[config.mk]
export PLATFORM = sky130hd
export DESIGN_NAME = pwm_capture
export DESIGN_NICKNAME = d
export VERILOG_FILES = /design/src/rtl/servo_pkg.sv /design/src/rtl/pwm_capture_div.sv /design/src/rtl/pwm_capture.sv
export SDC_FILE = /design/constraint.sdc
export NUM_CORES = 1
export LEC_CHECK = 0
export CAP_MARGIN = 20
export CELL_PAD_IN_SITES_DETAIL_PLACEMENT = 1
export CELL_PAD_IN_SITES_GLOBAL_PLACEMENT = 2
export CORE_MARGIN = 5
export CORE_UTILIZATION = 32
export DETAILED_ROUTE_END_ITERATION = 6
export GPL_TIMING_DRIVEN = 0
export PLACE_DENSITY = 0.72
export REMOVE_ABC_BUFFERS = 1
export SYNTH_ARGS = -nofsm -noshare
export SYNTH_HDL_FRONTEND = slang
export SYNTH_SLANG_ARGS = --single-unit
export TNS_END_PERCENT = 5
[constraint.sdc]
create_clock -name clock_i -period 5.3 [get_ports clock_i]
set_clock_uncertainty 0.2 [all_clocks]
set_input_delay 1.325 -clock clock_i [delete_from_list [all_inputs] [get_ports clock_i]]
set_output_delay 1.325 -clock clock_i [all_outputs]
set_load 0.01 [all_outputs]
[src/rtl/servo_pkg.sv]
// Shared servo constants, capture FSM state type and datapath widths.
// Used by the PWM generator and the pwm_capture decoder.
package servo_pkg;

    localparam int unsigned WAVELENGTH = 900_000;
    localparam int unsigned OFFSET     = 50_000;
    localparam int unsigned SDM        = 3125;
    localparam int unsigned SDD        = 16;
    localparam int unsigned TIMEOUT    = 2_000_000;

    localparam int POS_W = 8;
    localparam int NUM_W = 21;
    localparam int DEN_W = 14;

    typedef enum logic [1:0] {
        IDLE,
        HIGH,
        CALC,
        DONE
    } cap_state_e;

endpackage

[src/rtl/pwm_capture_div.sv]
// Eight-step restoring divider for the capture path.
// Quotient must fit in POS_W bits (num < 256*den).
module pwm_capture_div
    import servo_pkg::*;
(
    input  logic             clk_i,
    input  logic             rst_ni,
    input  logic             start_i,
    input  logic [NUM_W-1:0] num_i,
    input  logic [DEN_W-1:0] den_i,
    output logic             busy_o,
    output logic [POS_W-1:0] quo_o
);

    localparam int SH_W = (NUM_W > DEN_W + POS_W - 1) ? NUM_W : DEN_W + POS_W - 1;

    logic [SH_W-1:0]  rem_q;
    logic [SH_W-1:0]  dsh_q;
    logic [POS_W-1:0] quo_q;
    logic [2:0]       cnt_q;
    logic             busy_q;

    always_ff @(posedge clk_i or negedge rst_ni) begin
        if (!rst_ni) begin
            rem_q  <= '0;
            dsh_q  <= '0;
            quo_q  <= '0;
            cnt_q  <= '0;
            busy_q <= 1'b0;
        end else if (start_i) begin
            rem_q  <= SH_W'(num_i);
            dsh_q  <= SH_W'(den_i) << (POS_W - 1);
            quo_q  <= '0;
            cnt_q  <= '0;
            busy_q <= 1'b1;
        end else if (busy_q) begin
            if (rem_q >= dsh_q) begin
                rem_q <= rem_q - dsh_q;
                quo_q <= {quo_q[POS_W-2:0], 1'b1};
            end else begin
                quo_q <= {quo_q[POS_W-2:0], 1'b0};
            end
            dsh_q <= dsh_q >> 1;
            cnt_q <= cnt_q + 3'd1;
            if (cnt_q == 3'd7) begin
                busy_q <= 1'b0;
            end
        end
    end

    assign busy_o = busy_q;
    assign quo_o  = quo_q;

endmodule

[src/rtl/pwm_capture.sv]
// Servo pulse decoder: high-time measurement back to an 8-bit position code.
// Define PWM_CAPTURE_FILTER_EN for a 4-sample glitch filter (latency 12 -> 16).
module pwm_capture
    import servo_pkg::*;
#(
    parameter int unsigned P_OFFSET  = servo_pkg::OFFSET,
    parameter int unsigned P_SDM     = servo_pkg::SDM,
    parameter int unsigned P_SDD     = servo_pkg::SDD,
    parameter int unsigned P_TIMEOUT = servo_pkg::TIMEOUT
) (
    input  logic             clock_i,
    input  logic             reset_n_i,
    input  logic             pwm_i,
    output logic [POS_W-1:0] pos_o,
    output logic             valid_o,
    output logic             range_err_o,
    output logic             lost_o
);

    logic s1_q, s2_q, prev_q, rise_q, fall_q, lvl;

    // Synchroniser resets high so a pin already high at reset yields no rise.
    always_ff @(posedge clock_i or negedge reset_n_i) begin
        if (!reset_n_i) begin
            s1_q   <= 1'b1;
            s2_q   <= 1'b1;
            prev_q <= 1'b1;
            rise_q <= 1'b0;
            fall_q <= 1'b0;
        end else begin
            s1_q   <= pwm_i;
            s2_q   <= s1_q;
            prev_q <= lvl;
            rise_q <= lvl & ~prev_q;
            fall_q <= ~lvl & prev_q;
        end
    end

`ifdef PWM_CAPTURE_FILTER_EN
    logic       flt_q;
    logic [1:0] fcnt_q;

    always_ff @(posedge clock_i or negedge reset_n_i) begin
        if (!reset_n_i) begin
            flt_q  <= 1'b1;
            fcnt_q <= '0;
        end else if (s2_q == flt_q) begin
            fcnt_q <= '0;
        end else if (fcnt_q == 2'd3) begin
            flt_q  <= s2_q;
            fcnt_q <= '0;
        end else begin
            fcnt_q <= fcnt_q + 2'd1;
        end
    end

    assign lvl = flt_q;
`else
    assign lvl = s2_q;
`endif

    cap_state_e       state_q, state_d;
    logic [31:0]      w_q, w_d;
    logic [31:0]      idle_q, idle_d;
    logic [2:0]       cnt_q, cnt_d;
    logic             lo_q, lo_d, hi_q, hi_d;
    logic [POS_W-1:0] pos_q, pos_d;
    logic             err_q, err_d;
    logic             valid_q, valid_d;
    logic             lost_q, lost_d;

    logic             short_c, long_c, start_c;
    logic [39:0]      d_ext, num_ext;
    logic             div_busy;
    logic [POS_W-1:0] quo;

    always_comb begin
        short_c = w_q < (P_OFFSET + 32'd1);
        d_ext   = {8'd0, w_q} - 40'(P_OFFSET + 32'd1);
        num_ext = d_ext * 40'(P_SDD) + 40'(P_SDM / 2);
        long_c  = num_ext >= 40'(256 * P_SDM);
    end

    pwm_capture_div u_div (
        .clk_i   (clock_i),
        .rst_ni  (reset_n_i),
        .start_i (start_c),
        .num_i   (num_ext[NUM_W-1:0]),
        .den_i   (DEN_W'(P_SDM)),
        .busy_o  (div_busy),
        .quo_o   (quo)
    );

    always_comb begin
        state_d = state_q;
        w_d     = w_q;
        cnt_d   = cnt_q;
        lo_d    = lo_q;
        hi_d    = hi_q;
        pos_d   = pos_q;
        err_d   = err_q;
        valid_d = 1'b0;
        lost_d  = lost_q;
        start_c = 1'b0;

        if (rise_q) begin
            idle_d = '0;
        end else if (idle_q != P_TIMEOUT) begin
            idle_d = idle_q + 32'd1;
        end else begin
            idle_d = idle_q;
        end

        unique case (state_q)
            IDLE: begin
                if (rise_q) begin
                    state_d = HIGH;
                    w_d     = 32'd1;
                end
            end
            HIGH: begin
                if (fall_q) begin
                    state_d = CALC;
                    cnt_d   = '0;
                    lo_d    = short_c;
                    hi_d    = !short_c && long_c;
                    start_c = !short_c && !long_c;
                end else if (w_q >= P_TIMEOUT) begin
                    state_d = IDLE;
                    lost_d  = 1'b1;
                end else if (w_q != '1) begin
                    w_d = w_q + 32'd1;
                end
            end
            CALC: begin
                cnt_d = cnt_q + 3'd1;
                if (cnt_q == 3'd7) begin
                    state_d = DONE;
                end
            end
            DONE: begin
                state_d = IDLE;
                valid_d = 1'b1;
                err_d   = lo_q | hi_q;
                lost_d  = 1'b0;
                if (lo_q) begin
                    pos_d = '0;
                end else if (hi_q) begin
                    pos_d = '1;
                end else if (!div_busy) begin
                    pos_d = quo;
                end
            end
            default: state_d = IDLE;
        endcase

        if (idle_q == P_TIMEOUT) begin
            lost_d = 1'b1;
        end
    end

    always_ff @(posedge clock_i or negedge reset_n_i) begin
        if (!reset_n_i) begin
            state_q <= IDLE;
            w_q     <= '0;
            idle_q  <= '0;
            cnt_q   <= '0;
            lo_q    <= 1'b0;
            hi_q    <= 1'b0;
            pos_q   <= '0;
            err_q   <= 1'b0;
            valid_q <= 1'b0;
            lost_q  <= 1'b0;
        end else begin
            state_q <= state_d;
            w_q     <= w_d;
            idle_q  <= idle_d;
            cnt_q   <= cnt_d;
            lo_q    <= lo_d;
            hi_q    <= hi_d;
            pos_q   <= pos_d;
            err_q   <= err_d;
            valid_q <= valid_d;
            lost_q  <= lost_d;
        end
    end

    assign pos_o       = pos_q;
    assign valid_o     = valid_q;
    assign range_err_o = err_q;
    assign lost_o      = lost_q;

endmodule

==> results of run 1 <==
per-layer routing:
metal / track usage (%) / wire (um) / up-vias
li1: - / - / 3729
met1: 20.7 / 11800 / 3802
met2: 25.0 / 11400 / 52
met3: 2.71 / 439 / 27
met4: 4.60 / 480 / 0
met5: 0 / 0 / -
cells in the mapped netlist, drive strengths merged, types with 3 or more instances:
master	instances	area, um2
a21o	14	105
and2	6	37.5
xnor2	46	403
o21a	7	52.6
nor3	28	145
and3	20	125
nor4b	4	35.0
o2111ai	3	26.3
nand4	11	68.8
inv	39	146
buf	15	85.1
nor4	18	119
or3	14	87.6
nand2b	10	62.6
a211o	4	35.0
nor2b	12	75.1
nor3b	6	72.6
o21bai	7	52.6
or4	9	78.8
a311oi	3	26.3
nand2	92	345
a211oi	7	70.1
a21boi	3	22.5
dfstp	3	78.8
nand4b	3	26.3
xor2	45	394
ha	28	350
o211ai	14	110
or4b	3	30.0
a21oi	56	280
mux2i	40	400
nand3b	6	45.0
a221oi	3	43.8
a31oi	16	100
nand3	30	150
clkbuf	47	176
mux2	5	63.8
o31ai	17	128
o22ai	8	50.1
nor2	140	526
dfrtp	136	3400
o21ai	44	220
worst reg2reg max path: stages, from the launching register on:
cell	delay, ns
dfrtp_1	0.52
inv_1	0.23
ha_4	0.25
or3b_1	0.44
a22oi_2	0.36
a21oi_2	0.20
a2bb2oi_1	0.27
or4_4	0.58
or3_1	0.37
a211oi_2	0.22
o22ai_1	0.12
a211o_1	0.35
or3_4	0.52
mux2_4	0.34
how the worst min path moves through the flow:
stage	startpoint	end	slack (ns)	cells after the start
floorplan	s1_q	lvl	0.15	0
CTS	s1_q	lvl	0.16	0
detailed placement	s1_q	lvl	0.15	0
global route	s1_q	lvl	0.16	0
global placement	s1_q	lvl	0.15	0
finish	s1_q	lvl	0.16	0
registers in the layout, summed over array words and instances (netlist names), 3 cells and up, named ones only:
name         count
idle_q          32
u_div.rem_q     21
u_div.quo_o      8
cnt_q            3
u_div.cnt_q      3
pos_o            8
u_div.dsh_q     19
w_q             32
cell type report:
| type | count | area [um2] |
|---|---|---|
| Fill cell | 3374 | 18100 |
| Multi-Input combinational cell | 817 | 5340 |
| Sequential cell | 139 | 3480 |
| Tap cell | 384 | 480 |
| Clock buffer | 21 | 460 |
| Timing Repair Buffer | 28 | 355 |
| Clock inverter | 10 | 189 |
| Inverter | 39 | 146 |
layout by cell type, fill, tap and decap left out, types with 5 or more instances in the layout:
master	n
nor2_1	139
dfrtp_1	134
nand2_1	92
a21oi_1	55
xnor2_1	46
xor2_1	45
o21ai_0	43
mux2i_1	40
inv_1	39
nand3_1	30
nor3_1	27
ha_1	27
and3_1	20
nor4_1	17
o31ai_1	17
clkbuf_16	17
a31oi_1	16
a21o_1	14
o211ai_1	13
or3_1	13
nor2b_1	12
clkdlybuf4s50_1	12
nand4_1	11
nand2b_1	10
o22ai_1	8
buf_4	8
o21bai_1	7
o21a_1	7
or4_1	6
nand3b_1	6
and2_1	5
a211oi_1	5
bufinv_16	5
buf_16	5
power groups by stage:
stage / clock network (uW) / logic (uW) / registers, uW
2_1_floorplan: 0 / 341 / 1190
3_3_place_gp: 0 / 488 / 1220
3_5_place_dp: 0 / 528 / 1220
4_1_cts: 1380 / 549 / 1200
5_1_grt: 1420 / 623 / 1220
6_report: 1330 / 558 / 1200
through the flow:
stage	total power, uW	instances	worst slack (ns)	hold WS [ns]
3_5_place_dp	1750	1402	-0.511	0.155
4_1_cts	3130	1436	0.0165	0.165
3_3_place_gp	1710	1392	-3.22	0.146
6_report	3090	1438	0.191	0.163
5_1_grt	3260	1438	0.00461	0.165
2_1_floorplan	1530	995	-0.461	0.145
logic make-up (layout without fill, tap and decap cells):
family	Yosys count	after routing	synth area share [%]
xor+xnor	91	91	8.67
buf+inv	101	98	4.44
simple gates	423	423	23.1
mux	45	45	5.05
compound gates	229	229	16.8
fa+ha+maj	29	29	4.03
flops	139	139	37.9
timing repair:
action / CTS / global route
pin swaps: 1 / 0
setup endpoints to repair: 52 / 49
setup buffers: 3 / 2
resized for setup: 4 / 4
==> flow_summary.yaml, run 1 <==
critical_path:
  crit_required_ns: 5.41
  r2r.worst_path.cells: 13
  critical_path_cell_by_cell: "inv_1 -> ha_4 -> or3b_1 -> a22oi_2 -> a21oi_2 -> a2bb2oi_1 -> or4_4 -> or3_1 -> a211oi_2 -> o22ai_1 -> a211o_1 -> or3_4 -> mux2_4"
  worstPathArrival_ns: 5.22
  critPathLaunchType: "register"
  worst-setup-path-type: "reg2reg"
  worst-path-max-fanout: 15
  crit_slowest_cell: "or4_4"
  rrSetupSlack_ns: 0.19
  timing.critical_path.buf_inv: 1
  worst_path_dominant_cell_family: "simple AND/OR/NAND/NOR gates"
  timing.critical_path.depth: 13
  crit_path_end_kind: "register"
  worst_r2r_endpoint: "u_div.rem_q[4]"
  timing.critical_path.to: "u_div.rem_q[4]"
  crit_path_max_incr_delay_ns: 0.58
  cp-startpoint: "w_q[1]"
  r2r_start: "w_q[1]"
clock_tree:
  buffer_type_at_the_clock_tree_root: "clkbuf_16"
  cts_tree: "yes"
  hold_buffers: 0
  cts_buffers: 17
  clk_transition_reported_paths_ns: 0.06
  clock_insertion_delay_worst_skew_ns: 0.43
  cts.htree.levels: 4
  cts.sink_count: 139
  clock_tree.buffer_depth: 2
detailed_routing:
  route.detailed.vias_per_inst: 5.29
  detail_route.wl_per_cell_um: 16.7
  detailedRoute.firstPassIterationCount: 6
  drtIter0Drc: 379
  postRouteAntennaNets: 0
  finalWirelength_um: 24100
  drc: 0
  via_count: 7610
sta:
  timing.final.crit_period_ns: 5.11
  highest_achievable_clock_rate_ghz: 0.196
  fin_setup_tns_ns: 0
  timing_worst_slew_pin_value_ns: 0.975
  post-route-period-util_pct: 96.4
  finalMaxSlewViolations: 0
  slew_margin_rel_pct: 34.4
  rsz_0062_raised_after_global_routing: "no"
  setup_viol: 0
  hold_violations: 0
synth:
  synth_area_um2: 9190
  async_flop_share_pct: 100
  synth_cell_types: 81
  synth_warnings: 0
  synth-edff-count: 0
  synth.yosys.seq_area_share_pct: 37.9
  synth-seq-cells: 139
  post_synth.cell_area_avg_um2: 8.70
  ys_dominant_reg_cell: "dfrtp_1"
  syn-instance-count: 1057
final_layout:
  drive_above_1_share_pct: 7.59
  nets: 1074
  final_area_um2: 10500
  diodes: 0
  area.growth.synth_to_final_pct: 13.7
  layout.core_utilization_pct: 36.6
job:
  timing.max_cap.violations: 0
global_route:
  grt_start_max_net_pins: 77
  track_usage_pct: 15.3
  grt_pass1_wl_um: 41600
  grt_antenna_before_repair: 0
  grt_pass1_vias: 7927
  grt_overflow: 0
placed_design:
  hpwlAfterDp_um: 17500
  portBuffers: 13
  post_dp_area_um2: 9740
  routabilityCongestion: 0.775
pwr:
  power-per-cell-area_nw_per_um2: 296
  peakVddDrop_v: 0.000203
  p_leak_uw: 0.00443
  clk_pwr_share_pct: 43.1
  switching_share_pct: 28.9
  register_share_of_total_power_pct: 38.9
  power_frac_comb_pct: 18.0
  power_report.internal_total_uw: 2200
  power.net_switching_uw: 895
floorplan:
  die_area_um2: 32200
  initial_core_util_pct: 32.2
  ios: 14
  die_h_um: 179
  core_um2: 28500
  die_w_um: 179
  row_count: 62
worst_hold_path:
  min_path_type: "reg2reg"
status:
  status: "finished clean"
Power figures use the tool's default switching activity.
==> inputs of run 2 (changes only) <==
- ABC_CLOCK_PERIOD_IN_PS: not set -> 5300
==> results of run 2 <==
No change in the layout: final DEF, timing and power equal those of run 1.
==> inputs of run 3 (changes only) <==
- PLACE_DENSITY: 0.72 -> not set
- PLACE_DENSITY_LB_ADDON: not set -> 0.1
==> run 3 against run 2 <==
Clock power grew 3%. Critical path type unchanged. Via count shrank 1.6%. Non-clock buffer count grew 6. Highest routed layer unchanged. Global-route usage grew 0.63 points. Critical endpoint is now u_div.rem_q[19]. Routed wire length grew 3.3%. Sequential power is essentially flat.
==> flow_summary.yaml, run 3 (synthesis gave the netlist of run 1 again) <==
final_layout:
  layout_commonest_cell: "nor2_1"
  final-seq-area_um2: 3480
  layout.core_utilization_pct: 36.7
  final_area_um2: 10500
  layout_top_registers: "idle_q: 32 flops, w_q: 32 flops, u_div.rem_q: 21 flops"
  most-common-layout-cells: "139 x nor2_1, 134 x dfrtp_1, 92 x nand2_1"
  drive_above_1_share_pct: 8.39
  diodes: 0
  layout.filler_cells: 3379
  nets: 1080
  area.growth.synth_to_final_pct: 14.1
  finish.cell_count_without_fillers: 1445
  multi_input_comb_area_um2: 5340
pwr:
  p_leak_uw: 0.00446
  clk_pwr_share_pct: 44.3
  peakVddDrop_v: 0.000199
  switching_share_pct: 28.5
  power.net_switching_uw: 884
  power_frac_comb_pct: 17.1
  power_report.internal_total_uw: 2220
  power-per-cell-area_nw_per_um2: 296
  register_share_of_total_power_pct: 38.6
sta:
  setup_viol: 0
  finalMaxSlewViolations: 0
  timing.final.crit_period_ns: 5.08
  hold_ws_ns: 0.156
  timing_worst_slew_pin_value_ns: 1.01
  setup_ws_ns: 0.225
  post-route-period-util_pct: 95.8
  hold_violations: 0
  rsz_0062_raised_after_global_routing: "no"
  highest_achievable_clock_rate_ghz: 0.197
  slew_margin_rel_pct: 32.1
detailed_routing:
  via_count: 7487
  detailedRoute.firstPassIterationCount: 4
  drc: 0
  postRouteAntennaNets: 0
  detail_route.wl_per_cell_um: 17.2
  finalWirelength_um: 24900
  route.detailed.vias_per_inst: 5.18
  drtIter0Drc: 324
critical_path:
  cp-startpoint: "w_q[1]"
  critPathLaunchType: "register"
  timing.critical_path.to: "u_div.rem_q[19]"
  r2r_start: "w_q[1]"
  worstPathArrival_ns: 5.20
  crit_path_end_kind: "register"
  worst-setup-path-type: "reg2reg"
  crit_required_ns: 5.42
  worst-path-max-fanout: 15
  r2r.worst_path.cells: 13
  worst_r2r_endpoint: "u_div.rem_q[19]"
  rrSetupSlack_ns: 0.22
placed_design:
  dp_slack_ns: -0.472
  portBuffers: 13
  routabilityCongestion: 0.750
  post_dp_area_um2: 9710
  hpwlAfterDp_um: 18000
  place.detailed.instances: 1402
worst_hold_path:
  min_path_type: "reg2reg"
  timing.hold.worst_path_depth: 0
job:
  timing.max_cap.violations: 0
clock_tree:
  clock_tree.buffer_depth: 2
  buffer_type_at_the_clock_tree_root: "clkbuf_16"
  cts.sink_count: 139
  cts_tree: "yes"
  cts_buffers: 17
  cts.htree.levels: 4
  clk_transition_reported_paths_ns: 0.06
  clock_insertion_delay_worst_skew_ns: 0.44
  hold_buffers: 0
floorplan:
  core_um2: 28500
  row_count: 62
  die_h_um: 179
  initial_core_util_pct: 32.2
  die_w_um: 179
  ios: 14
  die_area_um2: 32200
global_route:
  track_usage_pct: 15.9
  grt_overflow: 0
  grt_pass1_vias: 7803
  grt_pass1_wl_um: 42600
  grt_start_max_net_pins: 80
  grt_antenna_before_repair: 0
status:
  status: "finished clean"
## run 3: changes by cell type in the layout (fill, tap and decap cells not counted), moves of 2 or more
| cell | change |
|---|---|
| clkinv_2 | +2 |
| buf_16 | -3 |
| inv_6 | -2 |
| buf_8 | +2 |
| buf_4 | +6 |
## run 3: how the worst min path moves through the flow
stage / slack [ns] / end / start
2_1_floorplan: 0.15 / lvl / s1_q
3_3_place_gp: 0.15 / lvl / s1_q
3_5_place_dp: 0.15 / lvl / s1_q
4_1_cts: 0.16 / lvl / s1_q
5_1_grt: 0.16 / lvl / s1_q
6_report: 0.16 / lvl / s1_q
## run 3: final cells by class
cell class	count	share of cell area [%]
multi-input cells	817	50.9
flip-flops and latches	139	33.2
well taps	384	4.58
clock buffers	20	4.26
repair buffers	34	3.51
clock inverters	12	2.09
inverters	39	1.40
## run 3: repair_timing
| action | CTS | global route |
|---|---|---|
| setup endpoints to repair | 52 | 46 |
| buffers inserted | 2 | 9 |
| pin swaps | 1 | 2 |
| gates resized for setup | 6 | 4 |
| gates cloned | 0 | 0 |
## run 3: power groups by stage
stage / Combinational (uW) / Sequential (uW) / Clock [uW]
after floorplan: 341 / 1190 / 0
after global placement: 496 / 1220 / 0
after detailed placement: 525 / 1220 / 0
after CTS: 530 / 1200 / 1430
after global routing: 592 / 1210 / 1470
final: 530 / 1200 / 1370
## run 3: layer usage
metal | track usage, % | share of wire [%]
met1 | 21.9 | 51
met2 | 26.1 | 47
met3 | 3.29 | 1.6
met4 | 3.20 | 0.75
met5 | 0 | 0
## run 3: stage by stage
step           TNS (ns)  total power, uW
2_1_floorplan     -8.49             1530
3_3_place_gp    -561.12             1720
3_5_place_dp     -10.92             1740
4_1_cts               0             3160
5_1_grt               0             3270
6_report              0             3100
## run 3: worst max-delay path: stages (launching register included)
cell and delay [ns]:
dfrtp_1 0.52, inv_1 0.19, ha_2 0.35, or3b_1 0.45
a22oi_2 0.30, a21oi_2 0.19, a2bb2oi_1 0.27, or4_4 0.58
or3_1 0.37, a211oi_2 0.22, o22ai_1 0.11, a211o_1 0.35
or3_4 0.53, mux2_4 0.33
==> RTL change 1 (settings of run 2) <==
`NUM_W`: 21 -> 29.
--- a/src/rtl/servo_pkg.sv
+++ b/src/rtl/servo_pkg.sv
@@ -9,7 +9,7 @@
     localparam int unsigned TIMEOUT    = 2_000_000;
 
     localparam int POS_W = 8;
-    localparam int NUM_W = 21;
+    localparam int NUM_W = 29;
     localparam int DEN_W = 14;
 
     typedef enum logic [1:0] {
Function: no difference found for any inputs over 10 cycles, from zero or initial values and one cycle with reset_n_i low; that may be too few to reach the edited logic, so the function may still have changed.
==> RTL change 1 against run 2 <==
- setup slack better by 130 ps
- first-iteration DRC count shrank 19%
- via count fell by 2.1%
- wire length is 0.37% lower
- total power shrank 7.6%
- sequential cell count increased by 8
- design area is 1.0% higher
- synthesized area increased by 1.8%
- critical endpoint is now u_div.rem_q[8]$_DFFE_PN0P_
- highest routed layer unchanged
==> RTL change 1: results (changes against run 2) <==
[power]
peakVddDrop_mv = 0.227  ; was 0.203 mV
internal_power_mw = 1.98  ; was 2.20 mW
powerSeq_mw = 1.26  ; was 1.20 mW
cellLeakagePower_nw = 4.62  ; was 4.43 nW

[synthesis]
synth-seq-cells = 147  ; was 139
synthMuxAreaShare_pct = 4.79  ; was 5.05%
synthAdderAreaFrac_pct = 3.96  ; was 4.03%
ys_types = 75  ; was 81
yosys-top-cells-area = dfrtp_1 (39%), nor2_1 (6.1%), xor2_1 (5.3%), xnor2_1 (4.1%), mux2i_1 (4.1%)  ; was dfrtp_1 (37%), nor2_1 (5.7%), xnor2_1 (4.4%), mux2i_1 (4.4%), xor2_1 (4.3%)
synthTopCellsByCount = nor2_1 (151), dfrtp_1 (144), nand2_1 (92)  ; was nor2_1 (140), dfrtp_1 (136), nand2_1 (92)
synth_compound_area_share_pct = 14.3  ; was 16.8%
postSynth.asyncResetShare_pct = 100  ; unchanged

[global_route]
grt.total_usage_pct = 15.0  ; was 15.3%
grt_pass1_vias = 7773  ; was 7,927
grt_max_degree = 113  ; was 77

[clock_tree]
numCtsBuffers = 17  ; unchanged
cts_setup_buffers = 5  ; was 3
clock_path_buffers = 2  ; unchanged
root_buffer = clkbuf_16  ; unchanged
cts_resized = 6  ; was 4

[detailed_routing]
drtIter0Drc = 306  ; was 379
avgViaCountPerCell = 5.15  ; was 5.29
firstDrtPassIters = 4  ; was 6
wire_per_inst_um = 16.6  ; was 16.7 um

[placed_design]
gp_congestion = 0.765  ; was 0.775
dp_hpwl_um = 17400  ; was 17,500 um
pre_cts_ws_ps = -452  ; was -511 ps

[run_status]
status = finished, final reports clean  ; unchanged

[final_layout]
regArea_mm2 = 0.00369  ; was 0.00348 mm^2
multi_input_gates = 819  ; was 817
inverters_excl_clock = 38  ; was 39
clkCellAreaFrac_pct = 5.23  ; was 6.21%
multi_input_area_share_pct = 50.7  ; was 51.1%
fillers = 3370  ; was 3,374
top_regs = idle_q x32, w_q x32, u_div.rem_q x29  ; was idle_q x32, w_q x32, u_div.rem_q x21
nClkBuffers = 19  ; was 21
drive_gt1_share_pct = 8.27  ; was 7.59%

[min_path]
hold_class = reg2reg  ; unchanged

[sta]
layout_min_cycle_time_ps = 4980  ; was 5110 ps
worst_pin_slew_ps = 892  ; was 975 ps
holdWs_ps = 158  ; was 163 ps

[setup_path]
critical_path.max_fanout = 14  ; was 15
r2r_slack_ps = 320  ; was 190 ps
r2r_cells = 15  ; was 13
cp-endpoint = u_div.rem_q[8]$_DFFE_PN0P_  ; was u_div.rem_q[4]$_DFFE_PN0P_

[RTL change 1: worst max-delay path, stage by stage, from the launching register on]
cell	delay [ps]
dfrtp_2	470
inv_1	150
ha_1	350
nor3b_4	230
buf_12	170
o221ai_4	270
nand2_1	160
or4_4	560
a31oi_4	250
nand3_1	230
or4_1	540
a22o_1	280
nor4_4	260
buf_6	230
buf_8	180
mux2_2	340
[RTL change 1: metrics by stage]
stage	TNS (ps)	power [mW]	instances	utilization [%]	cell area, um^2
floorplan	-22140	1.54	1004	-	9110
global placement	-696330	1.70	1401	33.8	9720
detailed placement	-9760	1.71	1410	34.4	9900
CTS	0	2.92	1447	36.6	10500
global route	0	3.02	1448	36.7	10600
finish	0	2.86	1448	36.7	10600
[RTL change 1: layer usage]
layer	wire (um)	GRT usage, %
met1	11400	19.3
met2	11800	25.8
met3	311	2.33
met4	422	4.71
met5	0	0
==> RTL change 2 (config.mk and constraints of run 2) <==
Made on the original files. Add an input register stage for `pwm_i`, without a reset; this delays it by one clock.
--- a/src/rtl/pwm_capture.sv
+++ b/src/rtl/pwm_capture.sv
@@ -17,6 +17,12 @@
     output logic             lost_o
 );
 
+    logic pwm_q;
+
+    always_ff @(posedge clock_i) begin
+        pwm_q <= pwm_i;
+    end
+
     logic s1_q, s2_q, prev_q, rise_q, fall_q, lvl;
 
     // Synchroniser resets high so a pin already high at reset yields no rise.
@@ -28,7 +34,7 @@
             rise_q <= 1'b0;
             fall_q <= 1'b0;
         end else begin
-            s1_q   <= pwm_i;
+            s1_q   <= pwm_q;
             s2_q   <= s1_q;
             prev_q <= lvl;
             rise_q <= lvl & ~prev_q;
Function: no difference found for any inputs over 10 cycles, from zero or initial values and one cycle with reset_n_i low; that may be too few to reach the edited logic, so the function may still have changed.
==> RTL change 2 against run 2 <==
- wire length is 2.1% higher
- setup slack better by 100 ps
- design area is 1.1% higher
- sequential power hardly changed
- total power is 4.8% lower
- sequential cell count is 1 higher
- highest routed layer unchanged
- critical endpoint is now u_div.rem_q[5]$_DFFE_PN0P_
- synthesized area is 1.1% higher
- first-iteration DRC count is 12% lower
- critical path type unchanged
==> RTL change 2: results (changes against run 2) <==
[placed_design]
pre_cts_ws_ps = -644  ; was -511 ps
place_inst = 1415  ; was 1,402
gp_congestion = 0.830  ; was 0.775
io_buffers = 13  ; unchanged

[global_route]
grt.total_usage_pct = 15.4  ; was 15.3%
grt_pass1_wl_um = 42000  ; was 41,600 um
grt_max_degree = 94  ; was 77
grt_pass1_vias = 7958  ; was 7,927

[setup_path]
r2r_slack_ps = 290  ; was 190 ps
max_stage_delay_ps = 660  ; was 580 ps
critical_path.max_fanout = 17  ; was 15
r2r_cells = 14  ; was 13
worstPathArrival_ps = 5150  ; was 5220 ps
critical_path.slowest_cell = or4b_4  ; was or4_4
r2r_end = u_div.rem_q[5]$_DFFE_PN0P_  ; was u_div.rem_q[4]$_DFFE_PN0P_

[run_status]
status = finished, final reports clean  ; unchanged

[detailed_routing]
drt-met1-wl_um = 12100  ; was 11,800 um
met3WireLength_um = 531  ; was 439 um
avgViaCountPerCell = 5.26  ; was 5.29
drt-total-wl_um = 24600  ; was 24,100 um
firstDrtPassIters = 4  ; was 6
wire_per_inst_um = 16.9  ; was 16.7 um
wl_met2_um = 11700  ; was 11,400 um
drtIter0Drc = 333  ; was 379

[synthesis]
ys_types = 80  ; was 81
postSynthAreaPerCell_um2 = 8.71  ; was 8.70 um^2
yosys-top-cells-area = dfrtp_1 (37%), mux2i_1 (6.1%), nor2_1 (6.1%), xnor2_1 (4.1%), xor2_1 (4.0%)  ; was dfrtp_1 (37%), nor2_1 (5.7%), xnor2_1 (4.4%), mux2i_1 (4.4%), xor2_1 (4.3%)
synth_flop_cell = dfrtp_1  ; unchanged
ys_warn_count = 0  ; unchanged
postSynth.asyncResetShare_pct = 99.3  ; was 100%
ys_seq_area_share_pct = 37.7  ; was 37.9%
synthTopCellsByCount = nor2_1 (150), dfrtp_1 (136), nand2_1 (85)  ; was nor2_1 (140), dfrtp_1 (136), nand2_1 (92)

[power]
cellLeakagePower_nw = 4.46  ; was 4.43 nW

[sta]
max-slew-margin-rel_pct = 37.6  ; was 34.4%

[min_path]
hold_class = reg2reg  ; unchanged
min_from = pwm_q$_DFF_P_  ; was s1_q$_DFF_PN1_
holdPathEnd = s1_q$_DFF_PN1_  ; was lvl$_DFF_PN1_

[final_layout]
drive_gt1_share_pct = 8.59  ; was 7.59%
layout.nets = 1091  ; was 1,074

==> RTL change 2: cell count changes after synthesis, moves of 7 or more <==
cell | before | now
mux2i_1 | 40 | 57
nor2_1 | 140 | 150
o21ai_0 | 44 | 54
a211oi_1 | 5 | 13
o211ai_1 | 13 | 5
nand2_1 | 92 | 85
nand4_1 | 11 | 18
==> RTL change 2: layout make-up <==
type,count,area (um^2)
Clock buffer,18,429
Clock inverter,13,141
Fill cell,3371,18100
Inverter,41,154
Multi-Input combinational cell,830,5530
Sequential cell,140,3510
Tap cell,384,480
Timing Repair Buffer,29,319
==> RTL change 2: worst max path at each step <==
stage | startpoint | to | slack, ps | cells after the start
after floorplan | w_q[0]$_DFFE_PN0P_ | u_div.rem_q[11]$_DFFE_PN0P_ | -540 | 13
after global placement | reset_n_i | w_q[24]$_DFFE_PN0P_ | -3250 | 1
after detailed placement | w_q[0]$_DFFE_PN0P_ | u_div.rem_q[4]$_DFFE_PN0P_ | -640 | 15
after CTS | w_q[1]$_DFFE_PN0P_ | u_div.rem_q[5]$_DFFE_PN0P_ | 40 | 16
after global routing | w_q[0]$_DFFE_PN0P_ | u_div.rem_q[5]$_DFFE_PN0P_ | 5 | 16
final | w_q[3]$_DFFE_PN0P_ | u_div.rem_q[5]$_DFFE_PN0P_ | 290 | 14
==> RTL change 2: logic make-up after synthesis <==
kind of cell / Yosys count / share of synthesized area (%)
flip-flops: 140 / 37.7
AO/OA/AOI/OAI: 227 / 16.0
buffers and inverters: 97 / 4.19
AND/OR/NAND/NOR: 426 / 23.3
adder cells (fa/ha/maj): 30 / 4.09
multiplexers: 61 / 6.62
XOR/XNOR: 86 / 8.10
==> RTL change 2: power breakdown <==
part	leakage (nW)	internal [mW]	total (mW)	switching, mW
Combinational	2.28	0.234	0.563	0.330
Clock	0.273	0.693	1.18	0.491
Sequential	1.91	1.12	1.20	0.0775
==> RTL change 2: stage by stage <==
| stage | hold slack (ps) | area (um^2) | TNS, ps |
|---|---|---|---|
| after global placement | 85.5 | 9670 | -563030 |
| after global routing | 107 | 10600 | 0 |
| after floorplan | 83.9 | 9060 | -17830 |
| after detailed placement | 87.4 | 9810 | -24730 |
| after CTS | 96.4 | 10400 | 0 |
| final | 93.9 | 10600 | 0 |
==> RTL change 2: routing by layer <==
| layer | vias up | global-route usage (%) |
|---|---|---|
| met5 | - | 0 |
| met2 | 51 | 26.1 |
| li1 | 3794 | - |
| met4 | 0 | 3.48 |
| met3 | 19 | 2.50 |
| met1 | 3792 | 20.9 |
==> RTL change 2: timing repair <==
item	CTS	global route
setup endpoints to repair	52	40
hold endpoints to repair	0	0
cloned	0	0
resized for setup	8	19
pin swaps	1	4
buffers inserted	2	6
